[config.mk]
export PLATFORM = sky130hd
export DESIGN_NAME = alu_share_ctrl
export DESIGN_NICKNAME = d
export VERILOG_FILES = /design/src/rtl/alu_share_ctrl.sv
export SDC_FILE = /design/constraint.sdc
export NUM_CORES = 1
export LEC_CHECK = 0
export ABC_AREA = 1
export CAP_MARGIN = 20
export CORE_MARGIN = 2
export CORE_UTILIZATION = 30
export CTS_CLUSTER_DIAMETER = 30
export DETAILED_ROUTE_END_ITERATION = 16
export PLACE_DENSITY = 0.65
export SYNTH_ARGS = -nofsm -noshare
export SYNTH_HDL_FRONTEND = slang
export SYNTH_SLANG_ARGS = --single-unit
[constraint.sdc]
create_clock -name clock -period 2.22 [get_ports clock]
set_input_delay 0.555 -clock clock [delete_from_list [all_inputs] [get_ports clock]]
set_output_delay 0.555 -clock clock [all_outputs]
set_load 0.03 [all_outputs]
[src/rtl/alu_share_ctrl.sv]
// -----------------------------------------------------------------------------
// alu_share_ctrl
//
// Time-shares one external combinational ALU between two requesters.
// A round-robin arbiter picks a requester in IDLE. Its operands are latched
// into the alu_* registers, and the ALU is given one EXEC cycle. The result is
// then registered and returned on a single response channel, tagged with the
// requester ID. An illegal opcode skips EXEC and leaves the alu_* registers
// untouched. Its error response is produced directly.
//
// Ports
//   clock, reset_n          : clock (rising edge), async active-low reset
//   reqN_valid / reqN_ready : requester N handshake (ready only in IDLE, winner)
//   reqN_opcode/_a/_b/_shamt: requester N operation fields
//   alu_opcode/_a/_b/_shamt : registered operands to the external ALU
//   alu_result, alu_ovf     : combinational ALU outputs, captured in EXEC
//   resp_valid / resp_ready : response handshake
//   resp_id/_data/_ovf/_err : registered response fields
// -----------------------------------------------------------------------------
module alu_share_ctrl #(
  parameter int DW      = 32,
  parameter int NUM_OPS = 6
) (
  input  logic          clock,
  input  logic          reset_n,

  input  logic          req0_valid,
  output logic          req0_ready,
  input  logic [4:0]    req0_opcode,
  input  logic [DW-1:0] req0_a,
  input  logic [DW-1:0] req0_b,
  input  logic [4:0]    req0_shamt,

  input  logic          req1_valid,
  output logic          req1_ready,
  input  logic [4:0]    req1_opcode,
  input  logic [DW-1:0] req1_a,
  input  logic [DW-1:0] req1_b,
  input  logic [4:0]    req1_shamt,

  output logic [4:0]    alu_opcode,
  output logic [DW-1:0] alu_a,
  output logic [DW-1:0] alu_b,
  output logic [4:0]    alu_shamt,
  input  logic [DW-1:0] alu_result,
  input  logic          alu_ovf,

  output logic          resp_valid,
  input  logic          resp_ready,
  output logic          resp_id,
  output logic [DW-1:0] resp_data,
  output logic          resp_ovf,
  output logic          resp_err
);

  // Opcode legality bound, sized to the opcode field for a width-matched compare.
  localparam logic [4:0] LP_NUM_OPS = 5'(NUM_OPS);

  typedef enum logic [1:0] {
    S_IDLE = 2'd0,
    S_EXEC = 2'd1,
    S_RESP = 2'd2
  } state_t;

  // ---------------------------------------------------------------------------
  // Registers
  // ---------------------------------------------------------------------------
  state_t        r_state;
  logic          r_last_grant;
  logic [4:0]    r_alu_opcode;
  logic [DW-1:0] r_alu_a;
  logic [DW-1:0] r_alu_b;
  logic [4:0]    r_alu_shamt;
  logic          r_resp_id;
  logic [DW-1:0] r_resp_data;
  logic          r_resp_ovf;
  logic          r_resp_err;

  // ---------------------------------------------------------------------------
  // Combinational signals
  // ---------------------------------------------------------------------------
  state_t        w_next_state;
  logic          w_any_req;
  logic          w_win_id;
  logic          w_accept;
  logic          w_legal;
  logic [4:0]    w_sel_opcode;
  logic [DW-1:0] w_sel_a;
  logic [DW-1:0] w_sel_b;
  logic [4:0]    w_sel_shamt;

  // ---------------------------------------------------------------------------
  // Round-robin arbitration
  // A lone requester always wins. On a tie, the requester that did not win
  // last time wins. r_last_grant resets to 1, so requester 0 wins the first
  // tie after reset.
  // ---------------------------------------------------------------------------
  assign w_any_req = req0_valid | req1_valid;
  assign w_win_id  = (req0_valid && req1_valid) ? ~r_last_grant : req1_valid;

  // Operand mux in front of the latches. The mux is meaningful only when
  // w_accept is high.
  assign w_sel_opcode = w_win_id ? req1_opcode : req0_opcode;
  assign w_sel_a      = w_win_id ? req1_a      : req0_a;
  assign w_sel_b      = w_win_id ? req1_b      : req0_b;
  assign w_sel_shamt  = w_win_id ? req1_shamt  : req0_shamt;

  assign w_legal = (w_sel_opcode < LP_NUM_OPS);

  // ---------------------------------------------------------------------------
  // FSM state register
  // ---------------------------------------------------------------------------
  always_ff @(posedge clock or negedge reset_n) begin
    if (!reset_n) begin
      r_state <= S_IDLE;
    end else begin
      // NOTE: sequential state uses non-blocking (<=) assignments. Every flop
      //       then samples pre-edge values, independent of block ordering.
      r_state <= w_next_state;
    end
  end

  // ---------------------------------------------------------------------------
  // FSM next state and handshake outputs
  // ---------------------------------------------------------------------------
  always_comb begin
    // NOTE: every output of this block gets a default before the case. This
    //       ensures that no path leaves a signal unassigned, which would infer
    //       a latch.
    w_next_state = r_state;
    w_accept     = 1'b0;
    req0_ready   = 1'b0;
    req1_ready   = 1'b0;

    unique case (r_state)
      S_IDLE: begin
        if (w_any_req) begin
          w_accept   = 1'b1;
          req0_ready = ~w_win_id;
          req1_ready =  w_win_id;
          // An illegal opcode never reaches the ALU. Its error response is
          // ready one cycle earlier than a legal result.
          w_next_state = w_legal ? S_EXEC : S_RESP;
        end
      end

      S_EXEC: begin
        w_next_state = S_RESP;
      end

      S_RESP: begin
        // No new request is accepted here. The next arbitration happens only
        // after a cycle back in IDLE.
        if (resp_ready) begin
          w_next_state = S_IDLE;
        end
      end

      default: begin
        w_next_state = S_IDLE;
      end
    endcase
  end

  // ---------------------------------------------------------------------------
  // Datapath registers: arbitration history, ALU operand latches, response.
  // ---------------------------------------------------------------------------
  always_ff @(posedge clock or negedge reset_n) begin
    if (!reset_n) begin
      r_last_grant <= 1'b1;
      r_alu_opcode <= '0;
      r_alu_a      <= '0;
      r_alu_b      <= '0;
      r_alu_shamt  <= '0;
      r_resp_id    <= 1'b0;
      r_resp_data  <= '0;
      r_resp_ovf   <= 1'b0;
      r_resp_err   <= 1'b0;
    end else begin
      if (w_accept) begin
        r_last_grant <= w_win_id;
        r_resp_id    <= w_win_id;
        if (w_legal) begin
          r_alu_opcode <= w_sel_opcode;
          r_alu_a      <= w_sel_a;
          r_alu_b      <= w_sel_b;
          r_alu_shamt  <= w_sel_shamt;
        end else begin
          // The ALU latches keep the previous operation. Only the response is
          // written, with an error and a zero result.
          r_resp_data <= '0;
          r_resp_ovf  <= 1'b0;
          r_resp_err  <= 1'b1;
        end
      end

      if (r_state == S_EXEC) begin
        r_resp_data <= alu_result;
        r_resp_ovf  <= alu_ovf;
        r_resp_err  <= 1'b0;
      end
    end
  end

  // ---------------------------------------------------------------------------
  // Outputs
  // resp_valid is a decode of the state register, so it is glitch-free. It is
  // low during reset, and an operation interrupted by reset never responds.
  // ---------------------------------------------------------------------------
  assign resp_valid = (r_state == S_RESP);
  assign resp_id    = r_resp_id;
  assign resp_data  = r_resp_data;
  assign resp_ovf   = r_resp_ovf;
  assign resp_err   = r_resp_err;

  assign alu_opcode = r_alu_opcode;
  assign alu_a      = r_alu_a;
  assign alu_b      = r_alu_b;
  assign alu_shamt  = r_alu_shamt;

  // ---------------------------------------------------------------------------
  // Invariants
  // ---------------------------------------------------------------------------
  a_ready_onehot : assert property (
    @(posedge clock) disable iff (!reset_n)
      !(req0_ready && req1_ready));

  a_resp_hold : assert property (
    @(posedge clock) disable iff (!reset_n)
      (resp_valid && !resp_ready) |=>
        (resp_valid && $stable(resp_id) && $stable(resp_data) &&
         $stable(resp_ovf) && $stable(resp_err)));

endmodule
# Word-level counts from Yosys, hierarchy flattened
# Cells that the tools add are included.
# Widths: inputs -> output; s select.
dict set report word_totals {
  regBits 112
  latch_bits 0
  ramBits 0
  rom_bits 0
  input_bits 186
  out_inout_bits 112
  elab_cells 49
  memories 0
}
dict set report op_classes {
  addsub 0
  mul 0
  div_mod_pow 0
  order_cmp 1
  n_eq_ne 5
  shift 0
  mux 24
  bitwise_logic 3
  reduce_logical 6
}
# op count
set ops {}
lappend ops {{$mux 32} 5}
lappend ops {{$mux 1} 13}
lappend ops {{$mux 5} 2}
lappend ops {{$mux 2} 3}
lappend ops {{$pmux 2 s3} 1}
lappend ops {{$reduce_and 2->1} 3}
lappend ops {{$lt 5x3->1 const B} 1}
lappend ops {{$ne 2x1->1 const B} 2}
lappend ops {{$eq 2x1->1 const B} 1}
lappend ops {{$eq 2x2->1 const B} 1}
lappend ops {{$logic_not 2->1} 1}
lappend ops {{$ne 2x2->1 const B} 1}
lappend ops {{$not 1->1} 2}
lappend ops {{$reduce_bool 2->1} 1}
lappend ops {{$logic_and 1x1->1} 1}
lappend ops {{$or 1x1->1} 1}

# Depth between registers and ports, before layout
# Gate-level depths: netlist (run 1).
dict set report logic_depth {
  depth_word 7
  ltp_mapped 11
  depth_no_buf 9
}

# Worst setup path after synthesis (run 1)
# OpenSTA, ideal clock, no wires.
dict set report synth_path {
  kind {input to output}
  start {input port req0_valid}
  end {output port req1_ready}
  t_arrival_ns 1.545
  t_required_ns 1.665
  slack_ns 0.120
  path_stages 5
  path_buffers 2
  path_cell_list {nand2_1 > nand2_2 > buf_4 > buf_2 > nor2_1}
}
dict set report synth_via {
  elab_chain_cells 4
  elab_cells_between_ends 5
  classes_between {mux (3); bitwise (1); reduce/logical (1)}
}
# element line
set synth_lines {}
lappend synth_lines {{start, declared} 27} ;# input logic req0_valid,
lappend synth_lines {{$logic_and 1x1->1} 99} ;# assign w_win_id = (req0_valid && req1_valid) ? ~r_last_grant : req1_valid;
lappend synth_lines {{$mux 1} 99}
lappend synth_lines {{$mux 1 (*)} 137} ;# if (w_any_req) begin
lappend synth_lines {{$mux 1 (*)} 135} ;# unique case (r_state)
lappend synth_lines {{end, declared} 35} ;# output logic req1_ready,
# Every way passes the cells marked *; elsewhere a longest branch is shown, timed or not.

# Final worst setup path (run 1)
# Same ends and word-level chain as after synthesis.

==> impl_metrics.env, run 1 <==
export IMPL_place_area_sq_um=8130
export IMPL_finalHoldViolations=0
export IMPL_p_seq_frac=0.324
export IMPL_status="finished clean"
export IMPL_worstMarginPinSlew_ps=599
export IMPL_slew_headroom=0.601
export IMPL_critPathMaxFanout=7
export IMPL_yosysWarnings=0
export IMPL_place_congestion=0.849
export IMPL_insertion_delay_ps=340
export IMPL_wl_mm=15.2
export IMPL_vias=4480
export IMPL_layout_nets=979
export IMPL_fp_coreArea_sq_um=15900
export IMPL_io_pins=298
export IMPL_max_freq_ghz=0.462
export IMPL_final_setup_skew_ps=6.93
export IMPL_tritoncts="built"
export IMPL_wl_per_cell_microns=15.0
export IMPL_area_delta_synth_final_pct=72.1
export IMPL_crit_type="input pin to primary output"
export IMPL_drive_above_1_share=0.0526
export IMPL_root_buffer="clkbuf_16"
export IMPL_grt_ovfl_total=0
export IMPL_setup_viol=0
export IMPL_sw_frac_of_total=0.418
export IMPL_grt_pass1_vias=4683
export IMPL_n_antenna_cell=0
export IMPL_hpwl_mm=11.7
export IMPL_htree_levels=3
export IMPL_dr_pass1_iters=6
export IMPL_viasPerCell=4.42
export IMPL_drtIter0Drc=158
export IMPL_clkPwrFrac=0.148
export IMPL_synth_cells=500
export IMPL_max_cap_violations=0
export IMPL_holdWs_ps=278
export IMPL_worstPathArrival_ps=1610
export IMPL_start_util=0.308
export IMPL_p_leak_nw=4.00
export IMPL_io_buffer_count=297
export IMPL_design_area_sq_um=8420
export IMPL_internal_power_mw=6.00
export IMPL_ys_seq_elements=112
export IMPL_finalCritPeriodShare=0.975
export IMPL_cts_hold_buffers=0
export IMPL_cp_required_ps=1660
export IMPL_grt_usage=0.178
export IMPL_drv_slew=0
export IMPL_cts_buffer_depth=2
export IMPL_synth_nets=686
export IMPL_end_kind="primary output"
export IMPL_synth_area_sq_um=4890
export IMPL_cp_startpoint="req0_valid"
export IMPL_path_cells="clkdlybuf4s50_1 -> nand2_1 -> nand2_4 -> nor2_2 -> buf_12"
export IMPL_reg2reg_from="r_last_grant"
export IMPL_critPathBufInv=2
export IMPL_die_x_microns=132
export IMPL_vdd_ir_drop_max_mv=0.833
export IMPL_ys_seq_area_frac=0.573
export IMPL_crit_slowest_cell="clkdlybuf4s50_1"
export IMPL_antenna_found_initial=0
export IMPL_fp_dieH_microns=132
export IMPL_startpoint_type="input pin"
export IMPL_dieArea_sq_um=17300
export IMPL_slowest_delay_ps=420
export IMPL_p_per_area_nw_per_um2=1230
export IMPL_ant_nets=0
export IMPL_grt_max_degree=113
export IMPL_syn_area_per_cell_sq_um=9.78
export IMPL_num_rows=46
export IMPL_rsz0062_at_grt="false"
export IMPL_fin_crit_ps=2160
export IMPL_min_path_type="input pin to asynchronous set/reset pin"
export IMPL_numClockSinks=112
export IMPL_cts_inserted_buffers=9
export IMPL_power_switching_mw=4.32
export IMPL_synth_distinct_cells=18
export IMPL_clkTransAtPathRegs_ps=70
export IMPL_critPathTopFamily="buffers and inverters"
export IMPL_drc=0
export IMPL_grt_pass1_wl_mm=24.7
export IMPL_pwr_share_comb=0.527
-- what timing repair did --
item | 4_1_cts | 5_1_grt
setup endpoints to repair | 3 | 1
setup buffers | 0 | 1
gates resized for setup | 3 | 0
pin swaps | 0 | 1
endpoints found under the hold margin | 0 | 0
-- state kept, by name, summed over array words and instances (netlist names) --
signal,flops
alu_shamt,5
resp_data,32
resp_id,1
alu_b,32
alu_a,32
resp_ovf,1
resp_err,1
alu_opcode,5
r_state,2
r_last_grant,1
-- per-stage QoR --
stage               setup TNS [ps]  power, mW  utilization  cells  setup WS, ps
finish                           0       10.3        0.530   1014          55.7
detailed placement           -37.8       8.87        0.512    997         -17.6
floorplan                        0       6.25            -    500           120
global placement             -10.6       8.79        0.512    997         -10.6
CTS                              0       10.5        0.529   1013          61.2
global route                     0       10.9        0.530   1014          4.42
-- power by group through the flow --
| stage | Combinational, mW | Clock [mW] | Sequential [mW] |
|---|---|---|---|
| global placement | 5.44 | 0 | 3.35 |
| global route | 5.80 | 1.68 | 3.47 |
| detailed placement | 5.49 | 0 | 3.37 |
| floorplan | 1.27 | 0 | 4.99 |
| CTS | 5.50 | 1.60 | 3.36 |
| finish | 5.44 | 1.53 | 3.35 |
-- cells in the mapped netlist --
library cell | number | area, sq um
nand3_4 | 1 | 17.5
nand2_2 | 3 | 18.8
inv_1 | 9 | 33.8
mux2i_1 | 70 | 701
o21ai_0 | 25 | 125
dfrtp_1 | 111 | 2780
or2_2 | 1 | 6.26
o21ai_1 | 46 | 230
buf_4 | 3 | 22.5
a21oi_1 | 1 | 5.00
buf_2 | 11 | 55.1
nor2_1 | 6 | 22.5
nand3_1 | 3 | 15.0
dfstp_2 | 1 | 26.3
clkbuf_1 | 9 | 33.8
nand2_1 | 193 | 724
o21ai_2 | 1 | 8.76
buf_6 | 6 | 67.6
-- layout by cell type, fill, tap and decap left out, drive strengths merged --
cell type      count
nand2            196
dlygate4sd2        2
o21ai             72
nor2               6
clkinvlp           1
clkbuf            10
a21oi              1
nand3              4
dfstp              1
clkinv             4
dfrtp            111
mux2i             70
clkdlybuf4s50    292
or2                1
buf               17
inv               10
-- path summary, 6_finish.rpt --
| kind | endpoint | slack [ps] | cells past startpoint |
|---|---|---|---|
| min | resp_data[7] | 280 | 2 |
| min in group clock | alu_opcode[3] | 470 | 2 |
| max in group asynchronous | alu_a[6] | 1490 | 2 |
| min reg2reg | alu_opcode[3] | 470 | 2 |
| max reg2reg | alu_a[12] | 510 | 8 |
| max | req1_ready | 60 | 5 |
-- routing by layer --
metal  global-route usage  share of wire  vias to the layer above
met4               0.0719          0.029                        0
met1                0.208           0.40                     2040
li1                     -              -                     2220
met2                0.304           0.49                      192
met5                    0              0                        -
met3               0.0552          0.081                       28
-- layout make-up --
class	count	area [sq um]
inverters	9	33.8
multi-input cells	350	1880
clock buffers	10	239
clock inverters	6	43.8
repair buffers	311	3140
flip-flops and latches	112	2800
fillers	1450	7470
well taps	216	270
-- logic make-up (layout without fill, tap and decap cells) --
| group | after synthesis | in the layout | synth area share |
|---|---|---|---|
| AO/OA/AOI/OAI | 73 | 73 | 0.0755 |
| AND/OR/NAND/NOR | 207 | 207 | 0.164 |
| multiplexers | 70 | 70 | 0.143 |
| flip-flops | 112 | 112 | 0.573 |
| buffers and inverters | 38 | 336 | 0.0435 |
(Power assumes the default switching activity.)
==> inputs of run 2 (changes only) <==
--- a/config.mk
+++ b/config.mk
@@ -9,7 +9,6 @@
 export CAP_MARGIN = 20
 export CORE_MARGIN = 2
 export CORE_UTILIZATION = 30
-export CTS_CLUSTER_DIAMETER = 30
 export DETAILED_ROUTE_END_ITERATION = 16
 export PLACE_DENSITY = 0.65
 export SYNTH_ARGS = -nofsm -noshare
==> results of run 2 <==
Final layout, timing and power as in run 1 (identical DEF).
